`src/rtl/mem_stage_lsu.sv`:
```
// mem_stage_lsu
//   Memory-stage load/store unit, producer side of the MEM/WB boundary.
//   Accepts a load/store from EX/MEM, runs one req/ack transaction on the
//   data-RAM bus, aligns and extends load data, and presents it on
//   dram_rdo_o for MEM/WB. The pipeline is stalled for the whole transaction.
//
// Parameters
//   TIMEOUT        REQ-state cycles without bus_ack_i before abort (1..255)
//
// Ports
//   clk, rst       clock; asynchronous active-high reset
//   mem_re_i       load request          mem_we_i     store request (wins)
//   mem_size_i     00 byte, 01 half, 1x word
//   mem_unsigned_i zero-extend loads     addr_i       byte address
//   wdata_i        store data
//   stall_o        freeze upstream pipeline registers
//   dram_rdo_o     aligned/extended load data to MEM/WB
//   misalign_o     1-cycle pulse, misaligned access rejected
//   bus_err_o      1-cycle pulse, bus timeout
//   bus_req_o      bus request, held until ack or timeout
//   bus_we_o, bus_addr_o, bus_be_o, bus_wdata_o   registered bus command
//   bus_ack_i      one-cycle completion  bus_rdata_i  read data with ack
//   dbg_state      current FSM state (IDLE=0, REQ=1, DONE=2)
//
// Handshake: bus_req_o rises when the command fields become valid and stays
// high with all command fields stable until the cycle in which bus_ack_i is
// sampled high (or the timeout fires). bus_ack_i outside REQ is ignored.

module mem_stage_lsu #(
  parameter int unsigned TIMEOUT = 255
) (
  input  logic        clk,
  input  logic        rst,
  input  logic        mem_re_i,
  input  logic        mem_we_i,
  input  logic [1:0]  mem_size_i,
  input  logic        mem_unsigned_i,
  input  logic [31:0] addr_i,
  input  logic [31:0] wdata_i,
  output logic        stall_o,
  output logic [31:0] dram_rdo_o,
  output logic        misalign_o,
  output logic        bus_err_o,
  output logic        bus_req_o,
  output logic        bus_we_o,
  output logic [31:0] bus_addr_o,
  output logic [3:0]  bus_be_o,
  output logic [31:0] bus_wdata_o,
  input  logic        bus_ack_i,
  input  logic [31:0] bus_rdata_i,
  output logic [1:0]  dbg_state
);

  typedef enum logic [1:0] {
    IDLE = 2'd0,
    REQ  = 2'd1,
    DONE = 2'd2
  } state_t;

  state_t      state, state_nxt;
  logic [7:0]  cnt;
  logic        access, misalign, timeout_hit;
  logic [3:0]  be_calc;
  logic [31:0] wdata_calc;
  logic [1:0]  ld_size;
  logic        ld_uns;
  logic [1:0]  ld_off;
  logic [31:0] shifted, ld_data;

  assign access      = mem_re_i | mem_we_i;
  // Counter holds the number of REQ cycles already completed, so the abort
  // lands on the TIMEOUT-th REQ cycle.
  assign timeout_hit = (cnt == 8'(TIMEOUT - 1));
  assign dbg_state   = state;

  always_comb begin
    misalign   = 1'b0;
    be_calc    = 4'b1111;
    wdata_calc = wdata_i;
    case (mem_size_i)
      2'b00: begin
        be_calc    = 4'b0001 << addr_i[1:0];
        wdata_calc = {4{wdata_i[7:0]}};
      end
      2'b01: begin
        misalign   = addr_i[0];
        be_calc    = 4'b0011 << {addr_i[1], 1'b0};
        wdata_calc = {2{wdata_i[15:0]}};
      end
      default: begin
        misalign   = |addr_i[1:0];
      end
    endcase
  end

  // Load extraction uses the size/offset latched when the access was issued.
  always_comb begin
    shifted = bus_rdata_i >> {ld_off, 3'b000};
    case (ld_size)
      2'b00:   ld_data = ld_uns ? {24'h0, shifted[7:0]}
                                : {{24{shifted[7]}}, shifted[7:0]};
      2'b01:   ld_data = ld_uns ? {16'h0, shifted[15:0]}
                                : {{16{shifted[15]}}, shifted[15:0]};
      default: ld_data = bus_rdata_i;
    endcase
  end

  // Next state and stall. stall_o is combinational in IDLE so the pipeline
  // freezes in the same cycle the access is seen.
  always_comb begin
    state_nxt = state;
    stall_o   = 1'b0;
    case (state)
      IDLE: begin
        if (access && !misalign) begin
          stall_o   = 1'b1;
          state_nxt = REQ;
        end
      end
      REQ: begin
        stall_o = 1'b1;
        if (bus_ack_i || timeout_hit) state_nxt = DONE;
      end
      DONE:    state_nxt = IDLE;
      default: state_nxt = IDLE;
    endcase
    if (rst) stall_o = 1'b0;
  end

  always_ff @(posedge clk or posedge rst) begin
    if (rst) begin
      state       <= IDLE;
      cnt         <= 8'd0;
      dram_rdo_o  <= 32'h0;
      misalign_o  <= 1'b0;
      bus_err_o   <= 1'b0;
      bus_req_o   <= 1'b0;
      bus_we_o    <= 1'b0;
      bus_addr_o  <= 32'h0;
      bus_be_o    <= 4'h0;
      bus_wdata_o <= 32'h0;
      ld_size     <= 2'b00;
      ld_uns      <= 1'b0;
      ld_off      <= 2'b00;
    end else begin
      state      <= state_nxt;
      misalign_o <= 1'b0;
      bus_err_o  <= 1'b0;
      case (state)
        IDLE: begin
          cnt <= 8'd0;
          if (access) begin
            if (misalign) begin
              misalign_o <= 1'b1;
              dram_rdo_o <= 32'h0;
            end else begin
              bus_req_o   <= 1'b1;
              bus_we_o    <= mem_we_i;
              bus_addr_o  <= {addr_i[31:2], 2'b00};
              bus_be_o    <= be_calc;
              bus_wdata_o <= wdata_calc;
              ld_size     <= mem_size_i;
              ld_uns      <= mem_unsigned_i;
              ld_off      <= addr_i[1:0];
            end
          end
        end
        REQ: begin
          cnt <= cnt + 8'd1;
          if (bus_ack_i) begin
            bus_req_o <= 1'b0;
            if (!bus_we_o) dram_rdo_o <= ld_data;
          end else if (timeout_hit) begin
            bus_req_o  <= 1'b0;
            bus_err_o  <= 1'b1;
            dram_rdo_o <= 32'h0;
          end
        end
        default: cnt <= 8'd0;
      endcase
    end
  end

endmodule

```
`config.mk`:
```
export PLATFORM = sky130hd
export DESIGN_NAME = mem_stage_lsu
export DESIGN_NICKNAME = d
export VERILOG_FILES = /design/src/rtl/mem_stage_lsu.sv
export SDC_FILE = /design/constraint.sdc
export NUM_CORES = 1
export LEC_CHECK = 0
export BUFFER_PORTS_ARGS = -buffer_cell sky130_fd_sc_hd__buf_2
export CORE_MARGIN = 4
export CORE_UTILIZATION = 45
export DETAILED_ROUTE_END_ITERATION = 8
export PLACE_DENSITY = 0.82
export SLEW_MARGIN = 30
export SYNTH_ARGS = -nofsm -noshare
export SYNTH_HDL_FRONTEND = slang
export SYNTH_SLANG_ARGS = --single-unit
```
`constraint.sdc`:
```
create_clock -name clk -period 4.32 [get_ports clk]
set_input_delay 0.432 -clock clk [delete_from_list [all_inputs] [get_ports clk]]
set_output_delay 0.432 -clock clk [all_outputs]
set_load 0.01 [all_outputs]
```
==> impl_metrics.yaml <==
status:
  outcome: "completed"
clock_network:
  cts.sinks: 117
  ctsHoldBuffers: 0
  clockRootBuffer: "clkbuf_16"
  worstSkewPairLatency_ps: 400
  htree_levels: 4
  cts-resized-gates: 0
  cts_tree: "built"
  post_cts_buffers: 0
  path_clk_slew_ps: 50
  clk_path_buf_depth: 2
  cts_buffers: 17
timing:
  maxSlewHeadroom: 0.455
  rsz0062_at_grt: "false"
  finalCritPeriodShare: 0.579
  hold_viol_final: 0
  setup_viol: 0
  max_freq_mhz: 400
  finalCriticalPeriod_ps: 2500
  drv_slew: 0
  skew_ps: 7.37
  worst_slew_pin_slew_ps: 818
  tns_ps: 0
logic_synthesis:
  ys_warn_count: 0
  synth_cells: 479
  synth_seq_cells: 117
  synth_cell_type_count: 42
  syn_avg_cell_area_sq_um: 11.3
  netlist_area_sq_um: 5390
  ys_seq_area_frac: 0.543
global_routing:
  grtUsageMet2: 0.363
  grt_pass1_wl_microns: 25000
  globalRouteMet1Util: 0.271
  first_global_vias: 4835
  grtUsageMet3: 0.0860
  top_usage_layer: "met2"
  track_usage: 0.226
  antenna_found_initial: 0
  grt_max_degree: 82
  grt_overflow_total: 0
setup_path:
  cp-end-kind: "output pin"
  worstRegToRegCells: 4
  arrival_ps: 2070
  criticalPathCategory: "in2out"
  crit_required_ps: 3890
  cp-start-kind: "input pin"
  timing.rr.end: "dram_rdo_o[21]$_DFFE_PP0P_"
  cp_max_fo: 31
  cp-startpoint: "mem_size_i[1]"
  crit_end: "stall_o"
  r2r_start: "ld_off[1]$_DFFE_PP0P_"
  r2r_setup_slack_ps: 1900
layout:
  nets: 783
  drive_above_1_share: 0.432
  area_growth_pct: 30.8
  diodes: 0
  layout_commonest_cell: "buf_2"
  final_cell_mix: "buf_2, dfrtp_1, o21ai_0"
  design_area_sq_um: 7060
flow_run:
  drv_cap: 0
place:
  gp_congestion: 0.889
  placed_cell_area_sq_um: 6490
  dp_hpwl_microns: 11000
  io_buffer_count: 208
power:
  power_density_nw_per_um2: 746
  p_leak_nw: 3.47
  ir_worst_vdd_v: 0.000454
  p_total_w: 0.00526
floorplan:
  ios: 211
  die_h_microns: 117
  rows: 39
  initial_core_util: 0.466
  fp.dieW_microns: 117
  die_area_sq_um: 13800
  core_area_sq_um: 11600
detailed_routing:
  vias: 4522
  via_per_inst: 5.43
  first_pass_iters: 5
  drt_wl_total_microns: 15300
  drc_errors: 0
  antenna_left: 0
  wl_per_cell_microns: 18.4
  drtIter0Drc: 326
min_path:
  min_path_type: "in2async"
flip-flops by register name, indices dropped and copies added, names as in the netlist:
register	count
ld_off	2
dram_rdo_o	32
bus_be_o	4
dbg_state	2
bus_addr_o	30
ld_uns	1
bus_we_o	1
bus_err_o	1
cnt	8
bus_req_o	1
ld_size	2
misalign_o	1
bus_wdata_o	32
synth_stat cells:
| master | number | area [sq um] |
|---|---|---|
| o221ai_1 | 1 | 8.76 |
| o21a_1 | 1 | 7.51 |
| o21ai_0 | 46 | 230 |
| nand4_1 | 1 | 6.26 |
| nand2_1 | 38 | 143 |
| o2bb2ai_1 | 39 | 342 |
| nor4_1 | 2 | 12.5 |
| o211ai_1 | 1 | 7.51 |
| mux2i_4 | 1 | 22.5 |
| buf_4 | 6 | 45.0 |
| or2_2 | 2 | 12.5 |
| o2111ai_2 | 1 | 15.0 |
| a311oi_1 | 1 | 8.76 |
| o41ai_1 | 1 | 8.76 |
| inv_1 | 5 | 18.8 |
| mux2_2 | 43 | 484 |
| xnor2_1 | 1 | 8.76 |
| nor2b_1 | 4 | 25.0 |
| buf_2 | 9 | 45.0 |
| xor2_1 | 3 | 26.3 |
| buf_6 | 2 | 22.5 |
| o221ai_2 | 1 | 15.0 |
| nor3_1 | 1 | 5.00 |
| nand3b_1 | 1 | 7.51 |
| nor2_1 | 28 | 105 |
| or3_1 | 3 | 18.8 |
| ha_1 | 2 | 25.0 |
| nand2b_1 | 10 | 62.6 |
| o311ai_4 | 1 | 26.3 |
| clkbuf_1 | 18 | 67.6 |
| a22o_1 | 1 | 8.76 |
| dfrtp_1 | 117 | 2930 |
| nor3b_4 | 1 | 18.8 |
| a21oi_1 | 43 | 215 |
| conb_1 | 1 | 3.75 |
| or3b_2 | 1 | 8.76 |
| and3_1 | 1 | 6.26 |
| mux2i_1 | 32 | 320 |
| nand3_1 | 6 | 30.0 |
| a211oi_1 | 1 | 7.51 |
| nor3b_1 | 1 | 7.51 |
| o22ai_1 | 1 | 6.26 |
power breakdown:
part           switching (W)  internal [W]  leakage [nW]
Sequential          0.000419       0.00158          1.48
Combinational        0.00108      0.000875          1.72
Clock               0.000482      0.000828         0.275
Total                0.00198       0.00328          3.47
through the flow:
step                hold WS (ps)  setup slack (ps)  std cells   util
CTS                          237              1800        833  0.610
floorplan                    454               787        480      -
global placement             458              1880        801  0.562
finish                       175              1820        833  0.610
detailed placement           467              1800        801  0.562
global route                 221              1660        833  0.610
final cells by class:
| type | count | area, sq um |
|---|---|---|
| clock inverters | 10 | 80.1 |
| inverters | 5 | 23.8 |
| repair buffers | 213 | 1080 |
| flip-flops and latches | 117 | 2930 |
| multi-input cells | 323 | 2290 |
| clock buffers | 22 | 474 |
| fillers | 972 | 4510 |
| well taps | 143 | 179 |
worst max-delay path, stage by stage:
cell and delay, ps:
buf_2 470, a21oi_1 270, o221ai_4 200, buf_4 390, a211oi_1 130, buf_2 150
per-layer routing:
| metal | routed length (microns) | vias to the layer above |
|---|---|---|
| met5 | 0 | - |
| met4 | 375 | 0 |
| met3 | 1370 | 32 |
| met2 | 7330 | 208 |
| met1 | 6230 | 2171 |
| li1 | - | 2111 |
how the worst min path moves through the flow:
stage | slack [ps] | to | from
2_1_floorplan | 450 | cnt[0]$_DFF_PP0_ | cnt[0]$_DFF_PP0_
3_3_place_gp | 460 | bus_wdata_o[19]$_DFFE_PP0P_ | bus_wdata_o[19]$_DFFE_PP0P_
3_5_place_dp | 470 | bus_be_o[0]$_DFFE_PP0P_ | bus_be_o[0]$_DFFE_PP0P_
4_1_cts | 240 | bus_addr_o[18]$_DFFE_PP0P_ | addr_i[18]
5_1_grt | 220 | bus_err_o$_DFF_PP0_ | rst
6_report | 170 | bus_err_o$_DFF_PP0_ | rst
cells by family after synthesis:
logic type,synth area share
fa+ha+maj,0.00464
other cells,0.000695
flops,0.543
xor+xnor,0.00650
compound gates,0.168
mux,0.153
buf+inv,0.0369
simple gates,0.0870
(Power assumes the default switching activity.)
